[config.mk]
export PLATFORM = sky130hd
export DESIGN_NAME = data_mem_arbiter
export DESIGN_NICKNAME = d
export VERILOG_FILES = /design/src/rtl/data_mem_arbiter.sv
export SDC_FILE = /design/constraint.sdc
export NUM_CORES = 1
export LEC_CHECK = 0
export CAP_MARGIN = 30
export CORE_MARGIN = 4
export CORE_UTILIZATION = 43
export DETAILED_ROUTE_END_ITERATION = 8
export GPL_ROUTABILITY_DRIVEN = 0
export PLACE_DENSITY = 0.81
export SYNTH_ARGS = -nofsm -noshare
export SYNTH_HDL_FRONTEND = slang
export SYNTH_SLANG_ARGS = --single-unit
[constraint.sdc]
create_clock -name clk -period 2.5 [get_ports clk]
set_input_delay 0.375 -clock clk [delete_from_list [all_inputs] [get_ports clk]]
set_output_delay 0.375 -clock clk [all_outputs]
set_load 0.02 [all_outputs]
[src/rtl/data_mem_arbiter.sv]
// Two-port round-robin arbiter and access sequencer for the 16-bit data memory.
// Each access runs IDLE -> ACCESS -> RESP; read data is registered per port.
module data_mem_arbiter #(
    parameter int DATA_W  = 16,
    parameter int ADDR_W  = 16,
    parameter int DEPTH_W = 3
) (
    input  logic              clk,
    input  logic              reset,
    input  logic              req0,
    input  logic              we0,
    input  logic [ADDR_W-1:0] addr0,
    input  logic [DATA_W-1:0] wdata0,
    output logic              ack0,
    output logic [DATA_W-1:0] rdata0,
    output logic              err0,
    input  logic              req1,
    input  logic              we1,
    input  logic [ADDR_W-1:0] addr1,
    input  logic [DATA_W-1:0] wdata1,
    output logic              ack1,
    output logic [DATA_W-1:0] rdata1,
    output logic              err1,
    output logic [ADDR_W-1:0] mem_access_addr,
    output logic [DATA_W-1:0] mem_write_data,
    output logic              mem_write_en,
    output logic              mem_read,
    input  logic [DATA_W-1:0] mem_read_data,
    output logic              busy
);
    typedef enum logic [1:0] {
        IDLE   = 2'd0,
        ACCESS = 2'd1,
        RESP   = 2'd2
    } state_t;

    state_t            state_q, state_d;
    logic              last_grant_q, last_grant_d;
    logic              gnt_q, gnt_d;
    logic              we_q, we_d;
    logic [ADDR_W-1:0] addr_q, addr_d;
    logic [DATA_W-1:0] wdata_q, wdata_d;
    logic [DATA_W-1:0] rdata0_q, rdata0_d;
    logic [DATA_W-1:0] rdata1_q, rdata1_d;
    logic              err_q, err_d;

    logic              in_range;
    logic              pick;
    logic [DATA_W-1:0] rd_val;

    assign in_range = (addr_q[ADDR_W-1:DEPTH_W] == '0);
    assign rd_val   = (in_range && !we_q) ? mem_read_data : '0;
    // A lone requester wins; under contention the port not served last wins
    assign pick     = (req0 && req1) ? ~last_grant_q : req1;

    // State register and latched access fields; port 0 favoured after reset
    always_ff @(posedge clk or posedge reset) begin
        if (reset) begin
            state_q      <= IDLE;
            last_grant_q <= 1'b1;
            gnt_q        <= 1'b0;
            we_q         <= 1'b0;
            addr_q       <= '0;
            wdata_q      <= '0;
            rdata0_q     <= '0;
            rdata1_q     <= '0;
            err_q        <= 1'b0;
        end else begin
            state_q      <= state_d;
            last_grant_q <= last_grant_d;
            gnt_q        <= gnt_d;
            we_q         <= we_d;
            addr_q       <= addr_d;
            wdata_q      <= wdata_d;
            rdata0_q     <= rdata0_d;
            rdata1_q     <= rdata1_d;
            err_q        <= err_d;
        end
    end

    // Next-state: each active state lasts exactly one cycle
    always_comb begin
        state_d = state_q;
        unique case (state_q)
            IDLE:    if (req0 || req1) state_d = ACCESS;
            ACCESS:  state_d = RESP;
            RESP:    state_d = IDLE;
            default: state_d = IDLE;
        endcase
    end

    // Grant latch in IDLE, read capture in ACCESS, fairness update in RESP
    always_comb begin
        last_grant_d = last_grant_q;
        gnt_d        = gnt_q;
        we_d         = we_q;
        addr_d       = addr_q;
        wdata_d      = wdata_q;
        rdata0_d     = rdata0_q;
        rdata1_d     = rdata1_q;
        err_d        = 1'b0;
        unique case (state_q)
            IDLE: begin
                if (req0 || req1) begin
                    gnt_d   = pick;
                    we_d    = pick ? we1 : we0;
                    addr_d  = pick ? addr1 : addr0;
                    wdata_d = pick ? wdata1 : wdata0;
                end
            end
            ACCESS: begin
                err_d = ~in_range;
                if (gnt_q) rdata1_d = rd_val;
                else       rdata0_d = rd_val;
            end
            RESP:    last_grant_d = gnt_q;
            default: ;
        endcase
    end

    // Outputs decoded from registered state; memory strobes only in ACCESS
    always_comb begin
        mem_access_addr = '0;
        mem_write_data  = '0;
        mem_write_en    = 1'b0;
        mem_read        = 1'b0;
        ack0            = 1'b0;
        ack1            = 1'b0;
        err0            = 1'b0;
        err1            = 1'b0;
        unique case (state_q)
            ACCESS: begin
                mem_access_addr = addr_q;
                mem_write_data  = wdata_q;
                mem_write_en    = in_range && we_q;
                mem_read        = in_range && !we_q;
            end
            RESP: begin
                ack0 = ~gnt_q;
                ack1 = gnt_q;
                err0 = ~gnt_q & err_q;
                err1 = gnt_q & err_q;
            end
            default: ;
        endcase
    end

    assign busy   = (state_q != IDLE);
    assign rdata0 = rdata0_q;
    assign rdata1 = rdata1_q;
endmodule

==> results.py <==
metrics = {
    "run_status": {
        "status": "complete, no violations",
    },
    "floorplan": {
        "initial_core_util_pct": 44.18,
        "rows": 33,
        "io_pins": 157,
        "die-width_um": 99.88,
        "core_mm2": 0.008217,
        "die-height_um": 99.88,
        "die-area_mm2": 0.009975,
    },
    "sta": {
        "finalCritPeriodShare_pct": 96.24,
        "worst_slew_pin_slew_ns": 0.6566,
        "fin_setup_tns_ns": 0,
        "finalHoldViolCount": 0,
        "finalSetupViolCount": 0,
        "skew_ns": 0.009334,
        "drv_slew": 0,
        "max_freq_mhz": 415.6,
        "finalWorstPathRequiredPeriod_ns": 2.406,
        "slew_headroom_pct": 56.10,
    },
    "worst_hold_path": {
        "hold_class": "in -> async",
    },
    "grt": {
        "grt.total_usage_pct": 18.97,
        "first_global_vias": 3015,
        "grt_pass1_wl_um": 14920,
        "grt_max_degree": 71,
        "overflow": 0,
        "antenna_found_initial": 0,
    },
    "detailed_routing": {
        "num_vias": 2972,
        "route.detailed.drc": 0,
        "drt-pass1-iter-count": 5,
        "drt-total-wl_um": 9464,
        "drt_iter0_markers": 87,
        "vias_per_cell": 5.124,
        "drtAntennaViolNets": 0,
        "routedWlPerCell_um": 16.32,
    },
    "logic_synthesis": {
        "synthTopCellsByArea": "dfrtp_1 48%, mux2_2 20%, o31ai_2 10%",
        "synth.distinct_cells": 29,
        "synth_area_mm2": 0.003630,
        "avgSynthCellArea_um2": 11.52,
        "ys.warnings.count": 0,
        "synth_sequential_area_ratio_pct": 48.29,
        "ys.flop_type": "dfrtp_1",
        "synth.top_cell.area_share_pct": 47.57,
        "synth_edf_count": 0,
        "syn_nets": 401,
        "synthCells": 315,
        "ys_ff_latch": 70,
        "async_flop_share_pct": 100.0,
        "yosysTopAreaCell": "dfrtp_1",
    },
    "power_and_ir_drop": {
        "p_comb_share_pct": 49.5,
        "p_int_w": 0.003421,
        "ir_worst_vdd_mv": 0.4598,
        "p_seq_share_pct": 33.3,
        "power_density_mw_per_mm2": 964.2,
        "power_switching_w": 0.001947,
        "sw_frac_of_total_pct": 36.27,
        "pwr-share-clk_pct": 17.2,
        "power_leakage_nw": 2.359,
    },
    "clocking": {
        "cts_setup_buffers": 0,
        "cts_sinks": 70,
        "cts_tree": "built",
        "clockBufferDepth": 2,
        "h-tree-depth": 3,
        "cts_buffers": 9,
        "cts-hold-fix-buffers": 0,
        "cts.clk_slew.worst_paths_ns": 0.07,
        "clock_latency_ns": 0.33,
        "ctsRootBufferMaster": "clkbuf_8",
    },
    "critical_path": {
        "path_buf_inv": 1,
        "startpoint_type": "register",
        "slowest_stage": "or4_4",
        "crit_start": "addr_q[7]",
        "path_class": "reg -> out",
        "critical-path-top-delay-family": "simple AND/OR/NAND/NOR gates",
        "cp_max_fo": 2,
        "cp-end-kind": "output pin",
        "crit_required_ns": 2.12,
        "cpPeakStageDelay_ns": 0.54,
        "cp.arrival_ns": 2.03,
        "crit_chain": "or4_4, or3_4, nor4b_2, buf_4",
        "rr_startpoint": "addr_q[7]",
    },
    "cells_and_area": {
        "drive_gt1_share_pct": 28.21,
        "utilization_pct": 67.76,
        "areaGrowthSynthToFinish_pct": 53.40,
        "fin_nets": 556,
        "antennaDiodeCount": 0,
    },
    "flow_run": {
        "maxCapViolations": 0,
    },
    "placed_design": {
        "dpl.hpwl_um": 6942,
        "io_buffers": 156,
    },
}
layout make-up:
cell class	count	area [µm²]
fillers	630	2649
multi-input cells	219	1768
flip-flops and latches	70	1753
repair buffers	167	1704
clock buffers	12	155.1
well taps	105	131.4
clock inverters	4	45.04
inverters	3	11.26
worst paths after layout:
kind                                end  slack [ns]  depth (start not counted)
max                            mem_read        0.09                          4
min                           rdata1[3]        0.43                          3
max reg2reg                  rdata0[15]        0.52                          4
min reg2reg                   rdata1[5]        0.49                          2
max in group asynchronous  last_grant_q        1.74                          3
min in group clk              rdata1[5]        0.49                          2
synthesized netlist by cell type (all sizes together), types with 3 or more instances:
master,number
and2,34
buf,11
clkbuf,12
dfrtp,69
inv,3
mux2,66
nand2,67
nor2,3
nor4,3
o31ai,32
tightest hold or removal path: stages:
cell	delay, ns
clkdlybuf4s50_1	0.41
inv_2	0.07
buf_12	0.32
registers in the layout, summed over array words and instances (netlist names):
register / count
gnt_q: 1
we_q: 1
state_q: 2
addr_q: 16
err_q: 1
rdata1: 16
wdata_q: 16
rdata0: 16
last_grant_q: 1
what timing repair did:
action,in CTS,in global routing
gates resized for setup,8,14
setup endpoints to repair,2,33
cloned,0,0
pin swaps,1,0
kinds of logic (layout without fill, tap and decap cells):
| logic type | after synthesis | after routing | share of synthesized area [%] |
|---|---|---|---|
| simple gates | 116 | 116 | 15.58 |
| buf+inv | 26 | 186 | 3.895 |
| flops | 70 | 70 | 48.29 |
| compound gates | 37 | 37 | 11.75 |
| mux | 66 | 66 | 20.48 |
power by group through the flow:
stage	logic [W]	clock network [W]	registers (W)
3_5_place_dp	0.00268	0	0.00180
5_1_grt	0.00285	0.000995	0.00184
4_1_cts	0.00269	0.000939	0.00179
6_report	0.00266	0.000925	0.00179
2_1_floorplan	0.00151	0	0.00182
3_3_place_gp	0.00264	0	0.00177
metal layers:
| metal | part of all wire, % | up-vias | wire length, µm | GRT usage, % |
|---|---|---|---|---|
| met4 | 1.2 | 0 | 118 | 6.513 |
| met5 | 0 | - | 0 | 0 |
| met1 | 40 | 1445 | 3783 | 22.85 |
| li1 | - | 1391 | - | - |
| met2 | 48 | 125 | 4498 | 30.37 |
| met3 | 11 | 11 | 1063 | 8.339 |
stage by stage:
step	total power (W)	setup WS [ns]	hold slack [ns]	cell area [µm²]	instances
final	0.005368	0.09395	0.4292	5568	580
after global placement	0.004417	-0.1480	0.4669	5341	564
after CTS	0.005422	0.01667	0.4414	5542	580
after floorplan	0.003323	0.2626	0.4721	3636	315
after detailed placement	0.004489	-0.1519	0.4725	5341	564
after global routing	0.005693	-0.003432	0.4415	5568	580
layout by cell type (no fill, tap or decap), drive strengths merged, types with 3 or more instances in the layout:
| cell | n |
|---|---|
| nand2 | 67 |
| clkbuf | 13 |
| mux2 | 66 |
| buf | 12 |
| dlymetal6s2s | 9 |
| nor2 | 3 |
| clkdlybuf4s50 | 145 |
| and2 | 34 |
| o31ai | 32 |
| dfrtp | 69 |
| nor4 | 3 |
| inv | 3 |
| clkinv | 3 |
Power figures use the tool's default switching activity.
